### src/rtl/sap_ram_controller.sv
// Sequencer/arbiter for the SAP 16-word RAM (two SN74189 chips side by side).
// Shares the RAM between loader, CPU reads and an init sweep; makes S_bar/W_bar strobes with setup/hold.
module sap_ram_controller #(
  parameter int                DATA_W     = 8,
  parameter int                ADDR_W     = 4,
  parameter logic [DATA_W-1:0] INIT_VALUE = '0
) (
  input  logic              CLK,
  input  logic              CLR_bar,
  input  logic              prog,
  input  logic              ld_req,
  input  logic              ld_we,
  input  logic [ADDR_W-1:0] ld_addr,
  input  logic [DATA_W-1:0] ld_wdata,
  output logic              ld_ack,
  output logic [DATA_W-1:0] ld_rdata,
  input  logic              cpu_req,
  input  logic [ADDR_W-1:0] cpu_addr,
  output logic              cpu_ack,
  output logic [DATA_W-1:0] cpu_rdata,
  input  logic              init_req,
  output logic              init_busy,
  output logic [ADDR_W-1:0] ram_A,
  output logic [DATA_W-1:0] ram_DI,
  input  logic [DATA_W-1:0] ram_DO,
  output logic              ram_S_bar,
  output logic              ram_W_bar
);

  typedef enum logic [2:0] {
    IDLE, RD_SEL, RD_ACK, WR_SETUP, WR_PULSE, WR_HOLD
  } state_e;

  state_e              state_q, state_d;
  logic                own_cpu_q, own_cpu_d;
  logic                init_q, init_d;
  logic                init_pend_q, init_pend_d;
  logic [ADDR_W-1:0]   addr_q, addr_d;
  logic [DATA_W-1:0]   di_q, di_d;
  logic [DATA_W-1:0]   ld_rdata_q, ld_rdata_d;
  logic [DATA_W-1:0]   cpu_rdata_q, cpu_rdata_d;
  logic [DATA_W-1:0]   ram_true;

  // Each SN74189 drives its nibble complemented; undo it per chip.
  generate
    for (genvar gi = 0; gi < DATA_W / 4; gi++) begin : g_nibble
      assign ram_true[gi*4 +: 4] = ~ram_DO[gi*4 +: 4];
    end
  endgenerate

  always_ff @(posedge CLK or negedge CLR_bar) begin
    if (!CLR_bar) begin
      state_q     <= IDLE;
      own_cpu_q   <= 1'b0;
      init_q      <= 1'b0;
      init_pend_q <= 1'b0;
      addr_q      <= '0;
      di_q        <= '0;
      ld_rdata_q  <= '0;
      cpu_rdata_q <= '0;
    end else begin
      state_q     <= state_d;
      own_cpu_q   <= own_cpu_d;
      init_q      <= init_d;
      init_pend_q <= init_pend_d;
      addr_q      <= addr_d;
      di_q        <= di_d;
      ld_rdata_q  <= ld_rdata_d;
      cpu_rdata_q <= cpu_rdata_d;
    end
  end

  always_comb begin
    state_d     = state_q;
    own_cpu_d   = own_cpu_q;
    init_d      = init_q;
    init_pend_d = init_pend_q | (init_req & ~init_q);
    addr_d      = addr_q;
    di_d        = di_q;
    ld_rdata_d  = ld_rdata_q;
    cpu_rdata_d = cpu_rdata_q;
    unique case (state_q)
      IDLE: begin
        // A same-edge init_req counts as pending so it beats a simultaneous request.
        if (init_pend_q || init_req) begin
          init_d      = 1'b1;
          init_pend_d = 1'b0;
          addr_d      = '0;
          di_d        = INIT_VALUE;
          state_d     = WR_SETUP;
        end else if (prog && ld_req) begin
          own_cpu_d = 1'b0;
          addr_d    = ld_addr;
          di_d      = ld_we ? ld_wdata : '0;
          state_d   = ld_we ? WR_SETUP : RD_SEL;
        end else if (!prog && cpu_req) begin
          own_cpu_d = 1'b1;
          addr_d    = cpu_addr;
          di_d      = '0;
          state_d   = RD_SEL;
        end
      end
      RD_SEL: begin
        if (own_cpu_q) cpu_rdata_d = ram_true;
        else           ld_rdata_d  = ram_true;
        state_d = RD_ACK;
      end
      RD_ACK:   state_d = IDLE;
      WR_SETUP: state_d = WR_PULSE;
      WR_PULSE: state_d = WR_HOLD;
      WR_HOLD: begin
        if (init_q && (addr_q != '1)) begin
          addr_d  = addr_q + ADDR_W'(1);
          state_d = WR_SETUP;
        end else begin
          init_d  = 1'b0;
          addr_d  = '0;
          state_d = IDLE;
        end
      end
      default: state_d = IDLE;
    endcase
  end

  // Strobes decode straight from the async-reset state so reset releases them at once.
  always_comb begin
    ram_S_bar = 1'b1;
    ram_W_bar = 1'b1;
    ram_A     = '0;
    ram_DI    = '0;
    ld_ack    = 1'b0;
    cpu_ack   = 1'b0;
    unique case (state_q)
      RD_SEL: begin
        ram_S_bar = 1'b0;
        ram_A     = addr_q;
      end
      RD_ACK: begin
        ram_A   = addr_q;
        ld_ack  = ~own_cpu_q;
        cpu_ack = own_cpu_q;
      end
      WR_SETUP: begin
        ram_S_bar = 1'b0;
        ram_A     = addr_q;
        ram_DI    = di_q;
      end
      WR_PULSE: begin
        ram_S_bar = 1'b0;
        ram_W_bar = 1'b0;
        ram_A     = addr_q;
        ram_DI    = di_q;
      end
      WR_HOLD: begin
        ram_S_bar = 1'b0;
        ram_A     = addr_q;
        ram_DI    = di_q;
        ld_ack    = ~init_q;
      end
      default: ;
    endcase
  end

  assign init_busy = init_q;
  assign ld_rdata  = ld_rdata_q;
  assign cpu_rdata = cpu_rdata_q;

endmodule
### config.mk
export PLATFORM = sky130hd
export DESIGN_NAME = sap_ram_controller
export DESIGN_NICKNAME = d
export VERILOG_FILES = /design/src/rtl/sap_ram_controller.sv
export SDC_FILE = /design/constraint.sdc
export NUM_CORES = 1
export LEC_CHECK = 0
export BUFFER_PORTS_ARGS = -buffer_cell sky130_fd_sc_hd__buf_2
export CAP_MARGIN = 25
export CELL_PAD_IN_SITES_DETAIL_PLACEMENT = 2
export CELL_PAD_IN_SITES_GLOBAL_PLACEMENT = 2
export CORE_AREA = 2 2 76 78
export CTS_CLUSTER_DIAMETER = 60
export DETAILED_ROUTE_END_ITERATION = 16
export DIE_AREA = 0 0 78 80
export GPL_TIMING_DRIVEN = 0
export PLACE_DENSITY = 0.81
export SKIP_LAST_GASP = 1
export SLEW_MARGIN = 20
export SYNTH_ARGS = -nofsm -noshare
export SYNTH_HDL_FRONTEND = slang
export SYNTH_SLANG_ARGS = --single-unit
### constraint.sdc
create_clock -name CLK -period 3.09 [get_ports CLK]
set_input_delay 0.309 -clock CLK [delete_from_list [all_inputs] [get_ports CLK]]
set_output_delay 0.309 -clock CLK [all_outputs]
set_load 0.03 [all_outputs]
==> qor.yml, run 1 <==
dpl_cell_area_mm2: 0.00200
timing.critical_path.to_type: "primary output"
synth_xor_area_share_pct: 0.549
die-area_mm2: 0.00624
p_sw_mw: 1.00
cts.repair_timing.setup_buffer_count: 0
multi_input_comb_area_um2: 688
fp.coreArea_mm2: 0.00541
fin_crit_sh_pct: 77.6
detail_route.wirelength_mm: 4.71
postSynth.topFlopCell: "sky130_fd_sc_hd__dfrtp_1"
timing.setup.tns_ns: 0
gp_routability_congestion: 0.743
vias_per_cell: 4.84
final_nets: 262
critPathKind: "reg -> out"
synth_sequential_area_ratio_pct: 53.4
run_status: "complete, no violations"
muxShareOfSynthArea_pct: 3.14
utilization_pct: 38.7
worst_setup_hold_path_clk_slew_ns: 0.07
numPlacedInstances: 295
final_layout_size_suffix_gt1_share_pct: 34.2
h-tree-depth: 2
timing.critical_path.mode_cell: "sky130_fd_sc_hd__buf_2"
cts_hold_buf: 0
synth_largest_area_cell: "sky130_fd_sc_hd__dfrtp_1"
routed-via-count: 1466
design.portCount: 64
grt_first_pass_wirelength_mm: 8.00
dominant_combinational_cell_family_by_area_after_synthesis: "compound AO/OA/AOI/OAI gates"
synth_commonest_cells: "sky130_fd_sc_hd__dfrtp_1 (34), sky130_fd_sc_hd__nand2_1 (24), sky130_fd_sc_hd__o21ai_0 (23)"
holdCritPathClass: "in -> async"
finalSetupViolCount: 0
yosysTopAreaCellShare_pct: 53.4
finish.cell_count_without_fillers: 303
list_of_cells_traversed_by_the_critical_path: "buf_2, nor3_1, a21oi_1, and2_1, buf_2"
root_driver: "sky130_fd_sc_hd__clkbuf_8"
ir_drop_mv: 0.318
grt_max_degree: 35
port_buffers: 63
post_cts.resized_instances: 0
clock_power_share_pct: 16.2
worst_clock_skew_ns: 0.00779
layout.cell_area.non_filler_mm2: 0.00209
internal_power_mw: 1.11
worst-path-max-fanout: 10
maxSlewHeadroom_pct: 47.4
yosys_warnings: 0
comb_power_share_pct: 49.6
first_global_vias: 1561
register_area_um2: 851
die_width_um: 78
yosys.area_share.simple_pct: 17.6
max_cap_viol_count: 0
dp.final_hpwl_mm: 3.50
diodes: 0
detailedRoute.firstPassIterationCount: 4
ys_ff_latch: 34
timing.critical_path.slowest_stage_cell: "sky130_fd_sc_hd__nor3_1"
post_synth_inst_count: 160
setup_ws_ns: 0.693
synth_edf_count: 0
drt_drc_violations_left: 0
initial_utilization_pct: 29.5
largest_cells_by_area_after_synthesis: "sky130_fd_sc_hd__dfrtp_1 (53%), sky130_fd_sc_hd__o21ai_0 (7.2%), sky130_fd_sc_hd__nand2_1 (5.7%)"
mean_instance_size_in_the_synthesized_netlist_um2: 9.96
globalRouteOverflowTotal: 0
synthMostInstantiatedCell: "sky130_fd_sc_hd__dfrtp_1"
max-clock-path-buffers: 2
dp_slack_ns: 1.06
cellLeakagePower_nw: 1.08
layout-area-overhead-vs-synth_pct: 31.2
synth.distinct_cells: 29
worst_path_largest_cell_delay_ns: 0.61
rsz0062_at_grt: "no"
tritoncts_num_sinks: 34
cts_tree: "yes"
finalCriticalPeriod_ns: 2.40
synth_compound_gate_area_share_pct: 21.1
power_switching_share_pct: 47.4
grt_util_all_layers_pct: 16.2
netlist_area_mm2: 0.00159
synth-adder-area-share_pct: 0.785
drtIter0Drc: 49
nFillCells: 616
max_freq_ghz: 0.417
mappedNetlistNets: 192
grt_antenna_before_repair: 0
cts_inserted_buffers: 5
worstSkewPairLatency_ns: 0.29
finalHoldViolations: 0
maxSlewViolCount: 0
worst_ep_required_time_ns: 2.78
dieHeight_um: 80
arrival_ns: 2.09
wire_per_inst_um: 15.6
route.antenna.remaining_nets: 0
synthArstFlopShare_pct: 100
seqPwrFrac_pct: 34.1
worstSetupStartpointType: "register"
worstMarginPinSlew_ns: 0.789
pwr_density_cell_mw_per_mm2: 1010
floorplan.rows: 27
==> stage by stage <==
step,hold WS (ns),total power [mW]
6_report,0.0986,2.11
5_1_grt,0.158,2.29
4_1_cts,0.129,2.15
3_5_place_dp,0.440,1.79
3_3_place_gp,0.442,1.75
2_1_floorplan,0.0134,1.44
==> cells by family after synthesis <==
kind of cell               count (synthesis)
DFF                                       34
AOI/OAI and AO/OA                         49
buffers and inverters                     13
muxes                                      5
and+or+nand+nor                           57
xor gates and xnor gates                   1
adders and majority gates                  1
==> layout make-up <==
| cell class | instances | area share, % |
|---|---|---|
| flip-flops and latches | 34 | 40.7 |
| multi-input cells | 113 | 32.9 |
| repair buffers | 63 | 15.1 |
| well taps | 72 | 4.31 |
| clock buffers | 7 | 4.13 |
| plain buffers | 8 | 1.74 |
| inverters | 5 | 0.898 |
| clock inverters | 1 | 0.239 |
==> sequential cells by signal, summed over array words and instances (netlist names) <==
name,count
addr_q,4
cpu_rdata,8
di_q,8
init_busy,1
init_pend_q,1
ld_rdata,8
own_cpu_q,1
state_q,3
==> power groups by stage <==
stage               sequential [mW]  combinational (mW)  clock [mW]
detailed placement            0.731                1.06           0
floorplan                     0.916               0.525           0
CTS                           0.725                1.07       0.355
global placement              0.721                1.03           0
finish                        0.722                1.05       0.343
global route                  0.748                1.18       0.372
==> critical path, delay by kind of cell, from the launching register on <==
family / cells / cell delay [ns]
flip-flops: 1 / 0.42
buffers and inverters: 2 / 0.37
AO/OA/AOI/OAI: 1 / 0.19
AND/OR/NAND/NOR: 2 / 0.82
==> layout by cell type (no fill, tap or decap), drive strengths merged, types with 2 or more instances in the layout <==
master and n:
mux2i 5, nand3 6, o21ai 23, o221ai 2
or4b 2, o21a 2, nor3 3, clkbuf 10
dfrtp 34, and2 12, a22o 10, nand2 24
o32ai 3, a21oi 4, nor2 6, buf 68
inv 5, and3 2
==> final timing paths <==
path	slack, ns	end	startpoint	cells after the start
max	0.69	ram_A[1]	state_q[0]$_DFFE_PN0P_	5
min	0.1	addr_q[1]$_DFFE_PN0P_	CLR_bar	1
max reg2reg	1.04	di_q[4]$_DFFE_PN0P_	state_q[0]$_DFFE_PN0P_	4
min reg2reg	0.48	ld_rdata[0]$_DFFE_PN0P_	ld_rdata[0]$_DFFE_PN0P_	2
max in group asynchronous	2.48	di_q[1]$_DFFE_PN0P_	CLR_bar	1
min in group CLK	0.23	ld_rdata[6]$_DFFE_PN0P_	ram_DO[6]	2
==> metal layers <==
| metal | track usage, % | wire length [um] |
|---|---|---|
| met2 | 26.9 | 2420 |
| met5 | 0 | 0 |
| met1 | 21.6 | 2090 |
| met4 | 4.21 | 38 |
| met3 | 3.51 | 164 |
No activity file was read; power rests on OpenSTA's default activity.
==> run 2, diff against run 1 <==
--- a/config.mk
+++ b/config.mk
@@ -9,12 +9,12 @@
 export CAP_MARGIN = 25
 export CELL_PAD_IN_SITES_DETAIL_PLACEMENT = 2
 export CELL_PAD_IN_SITES_GLOBAL_PLACEMENT = 2
-export CORE_AREA = 2 2 76 78
+export CORE_AREA = 2 2 83 85
 export CTS_CLUSTER_DIAMETER = 60
 export DETAILED_ROUTE_END_ITERATION = 16
-export DIE_AREA = 0 0 78 80
+export DIE_AREA = 0 0 85 87
 export GPL_TIMING_DRIVEN = 0
-export PLACE_DENSITY = 0.81
+export PLACE_DENSITY = 0.71
 export SKIP_LAST_GASP = 1
 export SLEW_MARGIN = 20
 export SYNTH_ARGS = -nofsm -noshare
==> constraint.sdc (replaced) <==
create_clock -name CLK -period 2 [get_ports CLK]
set_input_delay 0.2 -clock CLK [delete_from_list [all_inputs] [get_ports CLK]]
set_output_delay 0.2 -clock CLK [all_outputs]
set_load 0.03 [all_outputs]
==> qor.yml, run 2 (same netlist as run 1, synthesis figures left out) <==
finalSetupViolCount: 0  # unchanged
cts_hold_buf: 0  # unchanged
timing.critical_path.to_type: "register"
holdCritPathClass: "in -> async"
worst_r2r_path_depth: 6  # +2
whs_ns: -0.0121  # -0.111 ns
grt_antenna_before_repair: 0  # unchanged
arrival_ns: 2.15  # +0.06 ns
internal_power_mw: 1.88  # +69%
initial_utilization_pct: 24.3  # -5.2 points
crit-reg2reg-launch: "addr_q[0]$_DFFE_PN0P_"
r2r_slack_ns: 0.07  # -0.97 ns
detail_route.wirelength_mm: 4.96  # +5.3%
worstSkewPairLatency_ns: 0.29  # about the same
grt_first_pass_wirelength_mm: 8.45  # +5.7%
cts_tree: "yes"
cellLeakagePower_nw: 1.10  # +1.7%
gp_routability_congestion: 0.659  # -11%
nFillCells: 738  # +20%
numPlacedInstances: 303  # +2.7%
layout_commonest_cell: "sky130_fd_sc_hd__buf_2"
wire_per_inst_um: 16.0  # +2.9%
max_freq_ghz: 0.518
finish.cell_count_without_fillers: 310  # +2.3%
p_sw_mw: 1.61  # +60%
clock_power_share_pct: 18.6  # +2.4 points
register_area_um2: 852  # +0.15%
dp.final_hpwl_mm: 3.61  # +2.9%
violations_in_the_final_reports: "hold timing"
rsz0062_at_grt: "no"
worst_r2r_endpoint: "addr_q[2]$_DFFE_PN0P_"
critPathKind: "reg -> reg"
die_width_um: 85  # +9.0%
finalCriticalPeriod_ns: 1.93
comb_power_share_pct: 49.2  # -0.4 points
port_buffers: 63  # unchanged
diodes: 0  # unchanged
worstSetupStartpointType: "register"
layout.cell_area.non_filler_mm2: 0.00217  # +3.8%
grt_util_all_layers_pct: 14.4  # -1.9 points
final_layout_size_suffix_gt1_share_pct: 37.8  # +3.6 points
finalHoldViolations: 7  # +7
drtIter0Drc: 45  # -8.2%
globalRouteOverflowTotal: 0  # unchanged
route.antenna.remaining_nets: 0  # unchanged
run_status: "finished, violations left"
detailedRoute.firstPassIterationCount: 4  # unchanged
power_switching_share_pct: 46.2  # -1.3 points
fp.coreArea_mm2: 0.00657  # +22%
design.portCount: 64  # unchanged
cts_inserted_buffers: 5  # unchanged
maxSlewHeadroom_pct: 47.3  # -0.097 points
h-tree-depth: 2  # unchanged
worst_ep_required_time_ns: 2.23  # -0.55 ns
seqPwrFrac_pct: 32.2  # -1.9 points
multi_input_comb_area_um2: 733  # +6.5%
cts.repair_timing.setup_buffer_count: 0  # unchanged
drt_drc_violations_left: 0  # unchanged
first_global_vias: 1638  # +4.9%
dpl_cell_area_mm2: 0.00201  # +0.50%
max-clock-path-buffers: 2  # unchanged
tritoncts_num_sinks: 34  # unchanged
worst_clock_skew_ns: 0.00406  # -0.00373 ns
fin_crit_sh_pct: 96.5
maxSlewViolCount: 0  # unchanged
worstMarginPinSlew_ns: 0.791  # +0.00146 ns
die-area_mm2: 0.00740  # +19%
pwr_density_cell_mw_per_mm2: 1610  # +59%
vias_per_cell: 4.74  # -2.0%
timing.setup.tns_ns: 0  # unchanged
final_nets: 262  # unchanged
utilization_pct: 33.0  # -5.7 points
layout-area-overhead-vs-synth_pct: 36.1
max_cap_viol_count: 0  # unchanged
worst-path-max-fanout: 6  # -4
grt_max_degree: 35  # unchanged
worst_setup_hold_path_clk_slew_ns: 0.07  # about the same
floorplan.rows: 30  # +11%
dieHeight_um: 87  # +8.8%
mostFrequentLayoutCells: "sky130_fd_sc_hd__buf_2 (68), sky130_fd_sc_hd__dfrtp_1 (33), sky130_fd_sc_hd__nand2_1 (24), sky130_fd_sc_hd__o21ai_0 (21), sky130_fd_sc_hd__and2_1 (12)"
routed-via-count: 1470  # +0.27%
ir_drop_mv: 0.516  # +62%
root_driver: "sky130_fd_sc_hd__clkbuf_8"
-- run 2: final cells by class --
cell class | instances | share of cell area (%)
clock inverter | 1 | 1.38
buffer | 8 | 1.73
sequential | 34 | 39.3
multi-input combinational | 113 | 33.8
clock buffer | 6 | 3.81
inverter | 5 | 0.865
timing repair buffer | 63 | 14.5
tap | 80 | 4.61
-- run 2: power groups by stage --
stage | combinational [mW] | sequential [mW] | clock, mW
after CTS | 1.68 | 1.12 | 0.662
after global routing | 1.90 | 1.16 | 0.695
after global placement | 1.58 | 1.12 | 0
final | 1.71 | 1.12 | 0.649
after floorplan | 0.811 | 1.41 | 0
after detailed placement | 1.64 | 1.13 | 0
-- run 2: worst max path at each step --
stage	startpoint	to	slack, ns	cells after the start
final	addr_q[0]$_DFFE_PN0P_	addr_q[2]$_DFFE_PN0P_	0.07	6
after global routing	addr_q[0]$_DFFE_PN0P_	addr_q[2]$_DFFE_PN0P_	0.004	6
after CTS	addr_q[0]$_DFFE_PN0P_	addr_q[2]$_DFFE_PN0P_	0.01	6
after detailed placement	state_q[0]$_DFFE_PN0P_	di_q[1]$_DFFE_PN0P_	-0.03	4
after global placement	state_q[0]$_DFFE_PN0P_	di_q[0]$_DFFE_PN0P_	0.03	4
after floorplan	addr_q[0]$_DFFE_PN0P_	addr_q[3]$_DFFE_PN0P_	0.25	6
-- run 2: routing by layer --
layer  part of all wire, %  global-route usage, %
met1                    45                   19.3
met5                     0                      0
met4                   1.3                   4.33
met3                   3.9                   3.22
met2                    50                   23.2
-- run 2: timing repair --
item	CTS	global route
resized for setup	4	10
endpoints found under the setup margin	20	17
endpoints found under the hold margin	0	0
-- run 2: metrics by stage --
| step | power (mW) | hold WS [ns] | setup slack [ns] |
|---|---|---|---|
| global route | 3.75 | 0.0458 | 0.00380 |
| floorplan | 2.23 | -0.0956 | 0.255 |
| CTS | 3.46 | 0.0177 | 0.0134 |
| finish | 3.49 | -0.0121 | 0.0709 |
| detailed placement | 2.77 | 0.329 | -0.0329 |
| global placement | 2.70 | 0.332 | 0.0270 |
-- run 2: worst max-delay path, stage by stage, from the launching register on --
cell and delay, ns:
sky130_fd_sc_hd__dfrtp_2 0.44, sky130_fd_sc_hd__ha_1 0.26, sky130_fd_sc_hd__nand3_2 0.10, sky130_fd_sc_hd__or4b_1 0.45, sky130_fd_sc_hd__buf_2 0.18, sky130_fd_sc_hd__o32ai_1 0.24
sky130_fd_sc_hd__a22o_1 0.19
